### config.mk
export PLATFORM = sky130hd
export DESIGN_NAME = ultrasonic_ranger_ctrl_flat
export DESIGN_NICKNAME = d
export VERILOG_FILES = /design/src/rtl/ultrasonic_ranger_ctrl_pkg.sv /design/src/rtl/ultrasonic_ranger_ctrl_if.sv /design/src/rtl/ultrasonic_ranger_ctrl_echo_sync.sv /design/src/rtl/ultrasonic_ranger_ctrl.sv /design/src/flat_wrapper.sv
export SDC_FILE = /design/constraint.sdc
export NUM_CORES = 1
export LEC_CHECK = 0
export ABC_AREA = 1
export CORE_MARGIN = 2
export CORE_UTILIZATION = 50
export CTS_CLUSTER_DIAMETER = 60
export DETAILED_ROUTE_END_ITERATION = 7
export PLACE_DENSITY = 0.79
export REMOVE_ABC_BUFFERS = 1
export SETUP_SLACK_MARGIN = 0.4
export SYNTH_ARGS = -nofsm -noshare
export SYNTH_HDL_FRONTEND = slang
export SYNTH_SLANG_ARGS = --single-unit
### constraint.sdc
create_clock -name clk -period 1.9 [get_ports clk]
set_input_delay 0.285 -clock clk [delete_from_list [all_inputs] [get_ports clk]]
set_output_delay 0.285 -clock clk [all_outputs]
set_load 0.05 [all_outputs]
### src/rtl/ultrasonic_ranger_ctrl_pkg.sv
// Shared types and tick constants for the ultrasonic ranger sequencer.
// Default tick counts are derived from the nominal 12 MHz system clock.
package ultrasonic_pkg;

  typedef enum logic [2:0] {IDLE, TRIG, WAIT_RISE, MEASURE, HOLDOFF} state_t;

  function automatic int unsigned us_to_ticks(input int unsigned clk_hz, input int unsigned us);
    return (clk_hz / 1_000_000) * us;
  endfunction

  // A full period must fit the trigger plus worst-case wait and worst-case echo.
  function automatic bit period_legal(input int unsigned trig_ticks,
                                      input int unsigned timeout_ticks,
                                      input int unsigned period_ticks);
    return longint'(period_ticks) >=
           longint'(trig_ticks) + 64'd2 * longint'(timeout_ticks) + 64'd4;
  endfunction

  localparam int unsigned DEF_CLK_FREQ_HZ        = 12_000_000;
  localparam int unsigned DEF_TRIG_TICKS         = us_to_ticks(DEF_CLK_FREQ_HZ, 10);
  localparam int unsigned DEF_ECHO_TIMEOUT_TICKS = us_to_ticks(DEF_CLK_FREQ_HZ, 30_000);
  localparam int unsigned DEF_PERIOD_TICKS       = us_to_ticks(DEF_CLK_FREQ_HZ, 70_000);

endpackage

### src/rtl/ultrasonic_ranger_ctrl_if.sv
// Sensor/host-facing signal bundle of the ranger. The slave side is the
// controller; the master side drives enable and the raw echo.
interface ultrasonic_ranger_ctrl_if;
  logic        enable;
  logic        echo;
  logic        trig;
  logic [31:0] echo_width;
  logic        echo_valid;
  logic        timeout;
  logic        stuck;
  logic        busy;

  modport master (output enable, echo,
                  input  trig, echo_width, echo_valid, timeout, stuck, busy);
  modport slave  (input  enable, echo,
                  output trig, echo_width, echo_valid, timeout, stuck, busy);
endinterface

### src/rtl/ultrasonic_ranger_ctrl_echo_sync.sv
// Two-flop synchroniser for the asynchronous echo line, plus single-cycle
// rise/fall detection on the synchronised level.
module echo_sync (
  input  logic clk,
  input  logic rst_n,
  input  logic echo,
  output logic echo_s,
  output logic rise,
  output logic fall
);
  // sh[0], sh[1]: metastability chain; sh[2]: previous synchronised level
  logic [2:0] sh;

  always_ff @(posedge clk or negedge rst_n)
    if (!rst_n) sh <= '0;
    else        sh <= {sh[1:0], echo};

  assign echo_s = sh[1];
  assign rise   = sh[1] & ~sh[2];
  assign fall   = ~sh[1] & sh[2];
endmodule

### src/rtl/ultrasonic_ranger_ctrl.sv
// Periodic trigger / echo-width measurement sequencer for an HC-SR04-style
// sensor; missing or overlong echoes report a saturated width with timeout.
module ultrasonic_ranger_ctrl
  import ultrasonic_pkg::*;
#(
  parameter int unsigned CLK_FREQ_HZ        = DEF_CLK_FREQ_HZ,
  parameter int unsigned TRIG_TICKS         = us_to_ticks(CLK_FREQ_HZ, 10),
  parameter int unsigned ECHO_TIMEOUT_TICKS = us_to_ticks(CLK_FREQ_HZ, 30_000),
  parameter int unsigned PERIOD_TICKS       = us_to_ticks(CLK_FREQ_HZ, 70_000)
) (
  input logic                      clk,
  input logic                      rst_n,
  ultrasonic_ranger_ctrl_if.slave  bus
);

  generate
    if (!period_legal(TRIG_TICKS, ECHO_TIMEOUT_TICKS, PERIOD_TICKS)) begin : g_bad_period
      $error("PERIOD_TICKS must be >= TRIG_TICKS + 2*ECHO_TIMEOUT_TICKS + 4");
    end
  endgenerate

  localparam logic [31:0] TRIG_LAST   = TRIG_TICKS - 1;
  localparam logic [31:0] WAIT_LAST   = ECHO_TIMEOUT_TICKS - 1;
  localparam logic [31:0] WIDTH_MAX   = ECHO_TIMEOUT_TICKS;
  localparam logic [31:0] PERIOD_LAST = PERIOD_TICKS - 1;

  logic echo_s, rise, fall;

  echo_sync u_sync (
    .clk    (clk),
    .rst_n  (rst_n),
    .echo   (bus.echo),
    .echo_s (echo_s),
    .rise   (rise),
    .fall   (fall)
  );

  state_t      state;
  logic [31:0] phase_cnt;   // trigger length in TRIG, rise wait in WAIT_RISE
  logic [31:0] width_cnt;
  logic [31:0] period_cnt;
  logic        trig, echo_valid, timeout, stuck, busy;
  logic [31:0] echo_width;

  always_ff @(posedge clk or negedge rst_n) begin
    if (!rst_n) begin
      state      <= IDLE;
      phase_cnt  <= '0;
      width_cnt  <= '0;
      period_cnt <= '0;
      trig       <= 1'b0;
      echo_width <= '0;
      echo_valid <= 1'b0;
      timeout    <= 1'b0;
      stuck      <= 1'b0;
      busy       <= 1'b0;
    end else begin
      echo_valid <= 1'b0;
      if (state != IDLE && period_cnt != PERIOD_LAST)
        period_cnt <= period_cnt + 32'd1;

      case (state)
        IDLE: begin
          if (bus.enable) begin
            if (echo_s) begin
              stuck <= 1'b1;
            end else begin
              state      <= TRIG;
              trig       <= 1'b1;
              stuck      <= 1'b0;
              busy       <= 1'b1;
              phase_cnt  <= '0;
              period_cnt <= '0;
            end
          end
        end

        TRIG: begin
          if (phase_cnt == TRIG_LAST) begin
            state     <= WAIT_RISE;
            trig      <= 1'b0;
            phase_cnt <= '0;
          end else begin
            phase_cnt <= phase_cnt + 32'd1;
          end
        end

        WAIT_RISE: begin
          if (rise) begin
            state     <= MEASURE;
            width_cnt <= 32'd1;
          end else if (phase_cnt == WAIT_LAST) begin
            state      <= HOLDOFF;
            echo_width <= WIDTH_MAX;
            timeout    <= 1'b1;
            echo_valid <= 1'b1;
          end else begin
            phase_cnt <= phase_cnt + 32'd1;
          end
        end

        MEASURE: begin
          if (fall) begin
            state      <= HOLDOFF;
            echo_width <= width_cnt;
            timeout    <= 1'b0;
            echo_valid <= 1'b1;
          end else if (echo_s && width_cnt == WIDTH_MAX) begin
            // Saturated: report now; the eventual fall is ignored in HOLDOFF.
            state      <= HOLDOFF;
            echo_width <= WIDTH_MAX;
            timeout    <= 1'b1;
            echo_valid <= 1'b1;
          end else if (echo_s) begin
            width_cnt <= width_cnt + 32'd1;
          end
        end

        HOLDOFF: begin
          if (period_cnt == PERIOD_LAST) begin
            if (!bus.enable) begin
              state <= IDLE;
              busy  <= 1'b0;
            end else if (echo_s) begin
              stuck <= 1'b1;
            end else begin
              state      <= TRIG;
              trig       <= 1'b1;
              stuck      <= 1'b0;
              phase_cnt  <= '0;
              period_cnt <= '0;
            end
          end
        end

        default: begin
          state <= IDLE;
          busy  <= 1'b0;
          trig  <= 1'b0;
        end
      endcase
    end
  end

  assign bus.trig       = trig;
  assign bus.echo_width = echo_width;
  assign bus.echo_valid = echo_valid;
  assign bus.timeout    = timeout;
  assign bus.stuck      = stuck;
  assign bus.busy       = busy;

endmodule

### src/flat_wrapper.sv
// flat-port wrapper written by rule: the top's interface ports become plain ports
module ultrasonic_ranger_ctrl_flat import ultrasonic_pkg::*;
#(
  parameter int unsigned CLK_FREQ_HZ        = DEF_CLK_FREQ_HZ,
  parameter int unsigned TRIG_TICKS         = us_to_ticks(CLK_FREQ_HZ, 10),
  parameter int unsigned ECHO_TIMEOUT_TICKS = us_to_ticks(CLK_FREQ_HZ, 30_000),
  parameter int unsigned PERIOD_TICKS       = us_to_ticks(CLK_FREQ_HZ, 70_000)
)
  (clk, rst_n, bus_enable, bus_echo, bus_trig, bus_echo_width, bus_echo_valid, bus_timeout, bus_stuck, bus_busy);
  ultrasonic_ranger_ctrl_if bus_i ();
  input logic clk;
  input logic rst_n;
  input wire logic [$bits(bus_i.enable)-1:0] bus_enable;
  input wire logic [$bits(bus_i.echo)-1:0] bus_echo;
  output wire logic [$bits(bus_i.trig)-1:0] bus_trig;
  output wire logic [$bits(bus_i.echo_width)-1:0] bus_echo_width;
  output wire logic [$bits(bus_i.echo_valid)-1:0] bus_echo_valid;
  output wire logic [$bits(bus_i.timeout)-1:0] bus_timeout;
  output wire logic [$bits(bus_i.stuck)-1:0] bus_stuck;
  output wire logic [$bits(bus_i.busy)-1:0] bus_busy;
  assign bus_i.enable = bus_enable;
  assign bus_i.echo = bus_echo;
  assign bus_trig = bus_i.trig;
  assign bus_echo_width = bus_i.echo_width;
  assign bus_echo_valid = bus_i.echo_valid;
  assign bus_timeout = bus_i.timeout;
  assign bus_stuck = bus_i.stuck;
  assign bus_busy = bus_i.busy;
  ultrasonic_ranger_ctrl #(.CLK_FREQ_HZ(CLK_FREQ_HZ), .TRIG_TICKS(TRIG_TICKS), .ECHO_TIMEOUT_TICKS(ECHO_TIMEOUT_TICKS), .PERIOD_TICKS(PERIOD_TICKS)) u_core (.clk(clk), .rst_n(rst_n), .bus(bus_i));
endmodule
==> results of run 1 <==
[final timing paths]
| path | from | end | slack (ns) | cells after the start |
|---|---|---|---|---|
| min reg2reg | u_core.u_sync.sh[0] | u_core.u_sync.sh[1] | 0.43 | 0 |
| max reg2reg | u_core.phase_cnt[4] | u_core.phase_cnt[15] | -0.06 | 8 |
| min in group clk | bus_echo | u_core.u_sync.sh[0] | 0.30 | 1 |
| max in group asynchronous | rst_n | u_core.state[0] | 1.03 | 3 |
| min | rst_n | u_core.period_cnt[24] | 0.30 | 2 |
| max | u_core.phase_cnt[4] | u_core.phase_cnt[15] | -0.06 | 8 |
[cells in the final DEF (no fill, tap or decap), types with 35 or more instances in the layout]
cell type / netlist / layout
nand2_1: 441 / 351
nor2_1: 235 / 163
dfrtp_1: 139 / 127
buf_4: 2 / 124
inv_1: 136 / 107
nand3_1: 109 / 86
nand2_2: 4 / 50
nor2_2: 5 / 43
nand2_4: 0 / 41
o21ai_1: 10 / 37
o21ai_2: 0 / 35
[per-stage QoR]
| stage | std cells | setup slack, ns |
|---|---|---|
| 6_report | 1786 | -0.0585 |
| 5_1_grt | 1786 | -0.159 |
| 4_1_cts | 1754 | 0.139 |
| 3_5_place_dp | 1656 | 0.0126 |
| 3_3_place_gp | 1656 | 0.0916 |
| 2_1_floorplan | 1309 | -0.612 |
[worst max-delay path, stage by stage (launching register included)]
cell and delay (ns):
dfrtp_1 0.39, buf_4 0.16, nand2_1 0.08, nor2_1 0.27, nand2_1 0.20, nor2_2 0.27, xor2_1 0.20, o21ai_0 0.16
o21ai_2 0.16
[cell usage after synthesis (all sizes together), types with 2 or more instances]
library cell    n
nor2          240
o21bai          3
o21ai         107
nor3           35
ha              4
buf            22
clkbuf         15
inv           137
nand4          14
o211ai         18
nand2         445
a21oi          21
xnor2           6
nand3         109
dfrtp         139
nand3b          3
xor2           19
or2             2
[flip-flops by register name, indices dropped and copies added, names as in the netlist]
signal and flops:
u_core.bus.busy 1, u_core.state 3, u_core.bus.echo_width 32, u_core.bus.echo_valid 1, u_core.period_cnt 32, u_core.phase_cnt 32, u_core.bus.stuck 1, u_core.bus.timeout 1
u_core.bus.trig 1, u_core.width_cnt 32, u_core.u_sync.sh 3
[layer usage]
| metal | routed length (um) | share of wire (%) |
|---|---|---|
| met1 | 12300 | 36 |
| met2 | 16500 | 49 |
| met3 | 2980 | 8.8 |
| met4 | 2130 | 6.3 |
| met5 | 0 | 0 |
[cell type report]
cell class / count / share of cell area, %
Clock buffer: 17 / 3.24
Inverter: 137 / 4.05
Clock inverter: 13 / 1.46
Multi-Input combinational cell: 1033 / 44.4
Timing Repair Buffer: 221 / 18.0
Timing Repair inverter: 1 / 0.0857
Sequential cell: 139 / 26.6
Tap cell: 225 / 2.14
[report_power, final]
| group | switching (mW) | internal, mW |
|---|---|---|
| clock | 1.43 | 2.20 |
| combinational | 0.0871 | 0.0295 |
| sequential | 0.00516 | 2.96 |
[logic make-up after synthesis]
family,share of synthesized area [%]
compound gates,9.44
flops,39.8
xor+xnor,2.50
simple gates,39.6
fa+ha+maj,0.572
buf+inv,8.10
[repair_timing]
item / in CTS / in global routing
cloned: 12 / 8
endpoints found under the hold margin: 25 / 0
resized for setup: 322 / 310
setup endpoints to repair: 173 / 148
setup buffers: 55 / 24
pin swaps: 33 / 78
hold buffers: 1 / 0
==> impl_metrics.tcl, run 1 <==
set metrics [dict create \
    status "finished with violations" \
    violations "negative setup slack" \
    n_fill_cell 1117 \
    htree_levels 4 \
    ir_worst_vdd_mv 0.694 \
    hp-class "in2async" \
    dp_hpwl_mm 18.5 \
    grt_pass1_vias 9290 \
    rows 48 \
    wirelength_mm 33.9 \
    cts_root_buf "clkbuf_16" \
    slew_viol_final 0 \
    path_class "reg2reg" \
    die_h_um 136 \
    multi_input_area_sq_um 5840 \
    antenna_found_initial 0 \
    drt_iter0_drc 1262 \
    synth.avg_cell_area_sq_um 6.50 \
    io_pins 41 \
    grt_pass1_wl_mm 46.7 \
    rsz0062_at_grt "true" \
    yosys.area.top_type "dfrtp_1" \
    clock_latency_ns 0.44 \
    diodes 0 \
    ys_seq_area_share_pct 39.8 \
    ys.flop_type "dfrtp_1" \
    syn_area_sq_um 8740 \
    cts.sinks 139 \
    endpoint_kind "flop" \
    synth_top_area_share_pct 39.8 \
    clock_path_buffers 2 \
    setup_tns_ns -1.18 \
    utilization_pct 76.5 \
    start_util_pct 50.9 \
    skew_ns 0.00956 \
    ys_ff_latch 139 \
    synthArstFlopShare_pct 100 \
    maxCapViolCount 0 \
    fin_crit_ns 1.96 \
    worstPathArrival_ns 2.33 \
    final_nets 1558 \
    path_clk_slew_ns 0.06 \
    grt_overflow 0 \
    power_mw 6.71 \
    vias_per_cell 5.87 \
    hold_viol 0 \
    grt_max_degree 48 \
    fin_hold_ws_ns 0.295 \
    ys.warnings.count 0 \
    finalSetupViolCount 53 \
    syn_inst 1346 \
    p_per_area_nw_per_um2 511 \
    final_area_sq_um 13100 \
    cts_inserted_buffers 17 \
    routed-via-count 10475 \
    grtUsageMet1_pct 41.0 \
    grt_use_met3_pct 5.93 \
    dpl_cell_area_sq_um 9940 \
    layout_worst_path_cycle_share_pct 103 \
    route.detailed.drc 0 \
    fmax_ghz 0.511 \
    wl_per_cell_um 19.0 \
    p_leak_nw 5.79 \
    synth_area_leaders "dfrtp_1 40%, nand2_1 19%, nor2_1 10%" \
    finalWeightedCongestion 0.968 \
    ant_nets 0 \
    worst_pin_slew_ns 0.522 \
    area_delta_synth_final_pct 50.3 \
    groute.layer.met2.usage_pct 53.7 \
    busiest_layer "met2" \
    synth_edf_count 0 \
    die_w_um 136 \
    cts_tree "done" \
    drive_gt1_share_pct 35.4 \
    layout_setup_ws_ns -0.0585 \
    worstPathMaxFanout 4 \
    dieArea_sq_um 18600 \
    synth_cell_type_count 33 \
    first_pass_iters 7 \
    ff_latch_area_sq_um 3490 \
    start_kind "flop" \
    port_buffers 40 \
    required_ns 2.27 \
    timing.slew.headroom_pct 65.1 \
    grt_usage_pct 32.4 \
    core_area_sq_um 17200 \
]
Note: power is estimated with default switching activity, not from simulation.
==> inputs of run 2 (changes only) <==
Settings changed: HOLD_SLACK_MARGIN set to 0.03.
==> results of run 2 <==
Final layout, timing and power as in run 1 (identical DEF).
==> inputs of run 3 (changes only) <==
Settings changed: PLACE_DENSITY 0.79 to 0.75.
==> run 3 against run 2 <==
Against the previous run: the flow still finishes with violations (negative setup slack); clock power is 7.4% lower; setup slack improved by 0.011 ns; cell count down 1.1%; register-to-register slack about the same; global-route usage decreased by 1.7 points; clock skew decreased by 0.0015 ns; via count down 4.8%; power is 4.1% lower; die area did not move; largest cell class unchanged.
==> impl_metrics.tcl, run 3 (synthesis gave the netlist of run 1 again) <==
set metrics [dict create \
    grt_overflow 0 \
    critPathMostFrequentCell "nand2_2" \
    clock_path_buffers 2 \
    rr_endpoint "u_core.width_cnt[15]" \
    multi_input_area_sq_um 5350 \
    r2r_slack_ns -0.05 \
    final_common_cell "nand2_1" \
    first_pass_iters 6 \
    area_delta_synth_final_pct 41.3 \
    wl_per_cell_um 17.1 \
    rows 48 \
    grt_pass1_vias 8931 \
    fmax_ghz 0.513 \
    hold_viol 0 \
    maxCapViolCount 0 \
    required_ns 2.25 \
    slew_viol_final 0 \
    finalWeightedCongestion 0.953 \
    min_path_cells 1 \
    n_fill_cell 1297 \
    skew_ns 0.00811 \
    min_from "bus_echo" \
    cts.sinks 139 \
    routed-via-count 9973 \
    hold_end "u_core.u_sync.sh[0]" \
    violations "negative setup slack" \
    worst_pin_slew_ns 0.543 \
    vias_per_cell 5.64 \
    die_h_um 136 \
    ff_latch_area_sq_um 3490 \
    p_leak_nw 5.55 \
    finalSetupViolCount 11 \
    power_mw 6.44 \
    cts_inserted_buffers 17 \
    core_area_sq_um 17200 \
    route.detailed.drc 0 \
    cts_root_buf "clkbuf_16" \
    cp_cell_sequence "inv_2 -> ha_4 -> nand2_1 -> nor2_1 -> nand2_1 -> nor2_2 -> nand2_2 -> nand2_2 -> nand2_4 -> nand2_4 -> buf_6 -> buf_12 -> clkbuf_16 -> nand2_2 -> o21ai_1" \
    wirelength_mm 30.3 \
    antenna_found_initial 0 \
    critPathTopFamily "simple AND/OR/NAND/NOR gates" \
    drive_gt1_share_pct 28.8 \
    endpoint_kind "flop" \
    layout_worst_path_cycle_share_pct 103 \
    die_w_um 136 \
    cts_tree "done" \
    ant_nets 0 \
    layout_setup_ws_ns -0.0479 \
    io_pins 41 \
    worst-path-buf-inv 4 \
    grt_pass1_wl_mm 44.7 \
    final_nets 1537 \
    worstPathArrival_ns 2.30 \
    dp_hpwl_mm 18.1 \
    setup_tns_ns -0.269 \
    drt_iter0_drc 1052 \
    clock_latency_ns 0.43 \
    r2r-start "u_core.width_cnt[1]" \
    port_buffers 40 \
    diodes 0 \
    grt_max_degree 53 \
    start_kind "flop" \
    worstPathMaxFanout 5 \
    hp-class "in2reg" \
    rsz0062_at_grt "true" \
    p_per_area_nw_per_um2 521 \
    cpMaxStageDelayCell "dfrtp_1" \
    grt_usage_pct 30.7 \
    path_class "reg2reg" \
    ir_worst_vdd_mv 0.662 \
    timing.slew.headroom_pct 63.5 \
    path_clk_slew_ns 0.07 \
    r2r_cells 15 \
    mostFrequentLayoutCells "374 x nand2_1, 191 x nor2_1, 127 x dfrtp_1, 114 x buf_4, 112 x inv_1" \
    htree_levels 4 \
    start_util_pct 50.9 \
    fin_crit_ns 1.95 \
    dieArea_sq_um 18600 \
    slowest_delay_ns 0.40 \
    status "finished with violations" \
]
==> run 3: layout make-up <==
class,instances,share of cell area (%)
clock inverter,15,1.27
multi-input combinational,1034,43.3
timing repair buffer,200,17.1
tap,225,2.28
clock buffer,17,3.44
inverter,137,4.27
sequential,139,28.3
==> run 3: how the worst max path moves through the flow <==
stage | start | endpoint | slack [ns] | cells after the start
6_report | u_core.width_cnt[1] | u_core.width_cnt[15] | -0.05 | 15
3_3_place_gp | u_core.phase_cnt[1] | u_core.phase_cnt[16] | 0.02 | 8
5_1_grt | u_core.width_cnt[1] | u_core.bus.echo_width[3] | -0.12 | 13
4_1_cts | u_core.width_cnt[1] | u_core.width_cnt[27] | 0.07 | 15
3_5_place_dp | u_core.phase_cnt[1] | u_core.phase_cnt[16] | -0.08 | 8
2_1_floorplan | u_core.state[2] | u_core.width_cnt[11] | -0.61 | 8
==> run 3: what timing repair did <==
item / in CTS / in global routing
endpoints found under the setup margin: 173 / 140
cloned: 10 / 8
hold buffers: 1 / 0
setup buffers: 45 / 18
pin swaps: 23 / 47
gates resized for setup: 224 / 251
hold endpoints to repair: 42 / 0
==> run 3: per-stage QoR <==
| stage | cells | hold slack [ns] | cell area, sq um | util, % | worst slack [ns] |
|---|---|---|---|---|---|
| after floorplan | 1309 | -0.0106 | 8550 | - | -0.612 |
| after global placement | 1653 | 0.234 | 9900 | 57.7 | 0.0228 |
| after detailed placement | 1653 | 0.241 | 9900 | 57.7 | -0.0751 |
| after CTS | 1741 | 0.326 | 11500 | 66.8 | 0.0668 |
| after global routing | 1767 | 0.320 | 12400 | 71.9 | -0.124 |
| final | 1767 | 0.316 | 12400 | 71.9 | -0.0479 |
==> run 3: metal layers <==
metal  global-route usage, %  wire length [um]  up-vias
met5                       0                 0        -
met4                    11.0              1180        0
met3                    5.22              2120      116
met2                    51.6             14600      501
met1                    40.0             12300     4690
li1                        -                 -     4666
==> run 3: where the power goes <==
part / internal [mW] / switching (mW) / total [mW] / leakage [nW]
clock: 1.85 / 1.51 / 3.36 / 0.282
sequential: 2.96 / 0.00433 / 2.97 / 1.79
combinational: 0.0256 / 0.0855 / 0.111 / 3.48
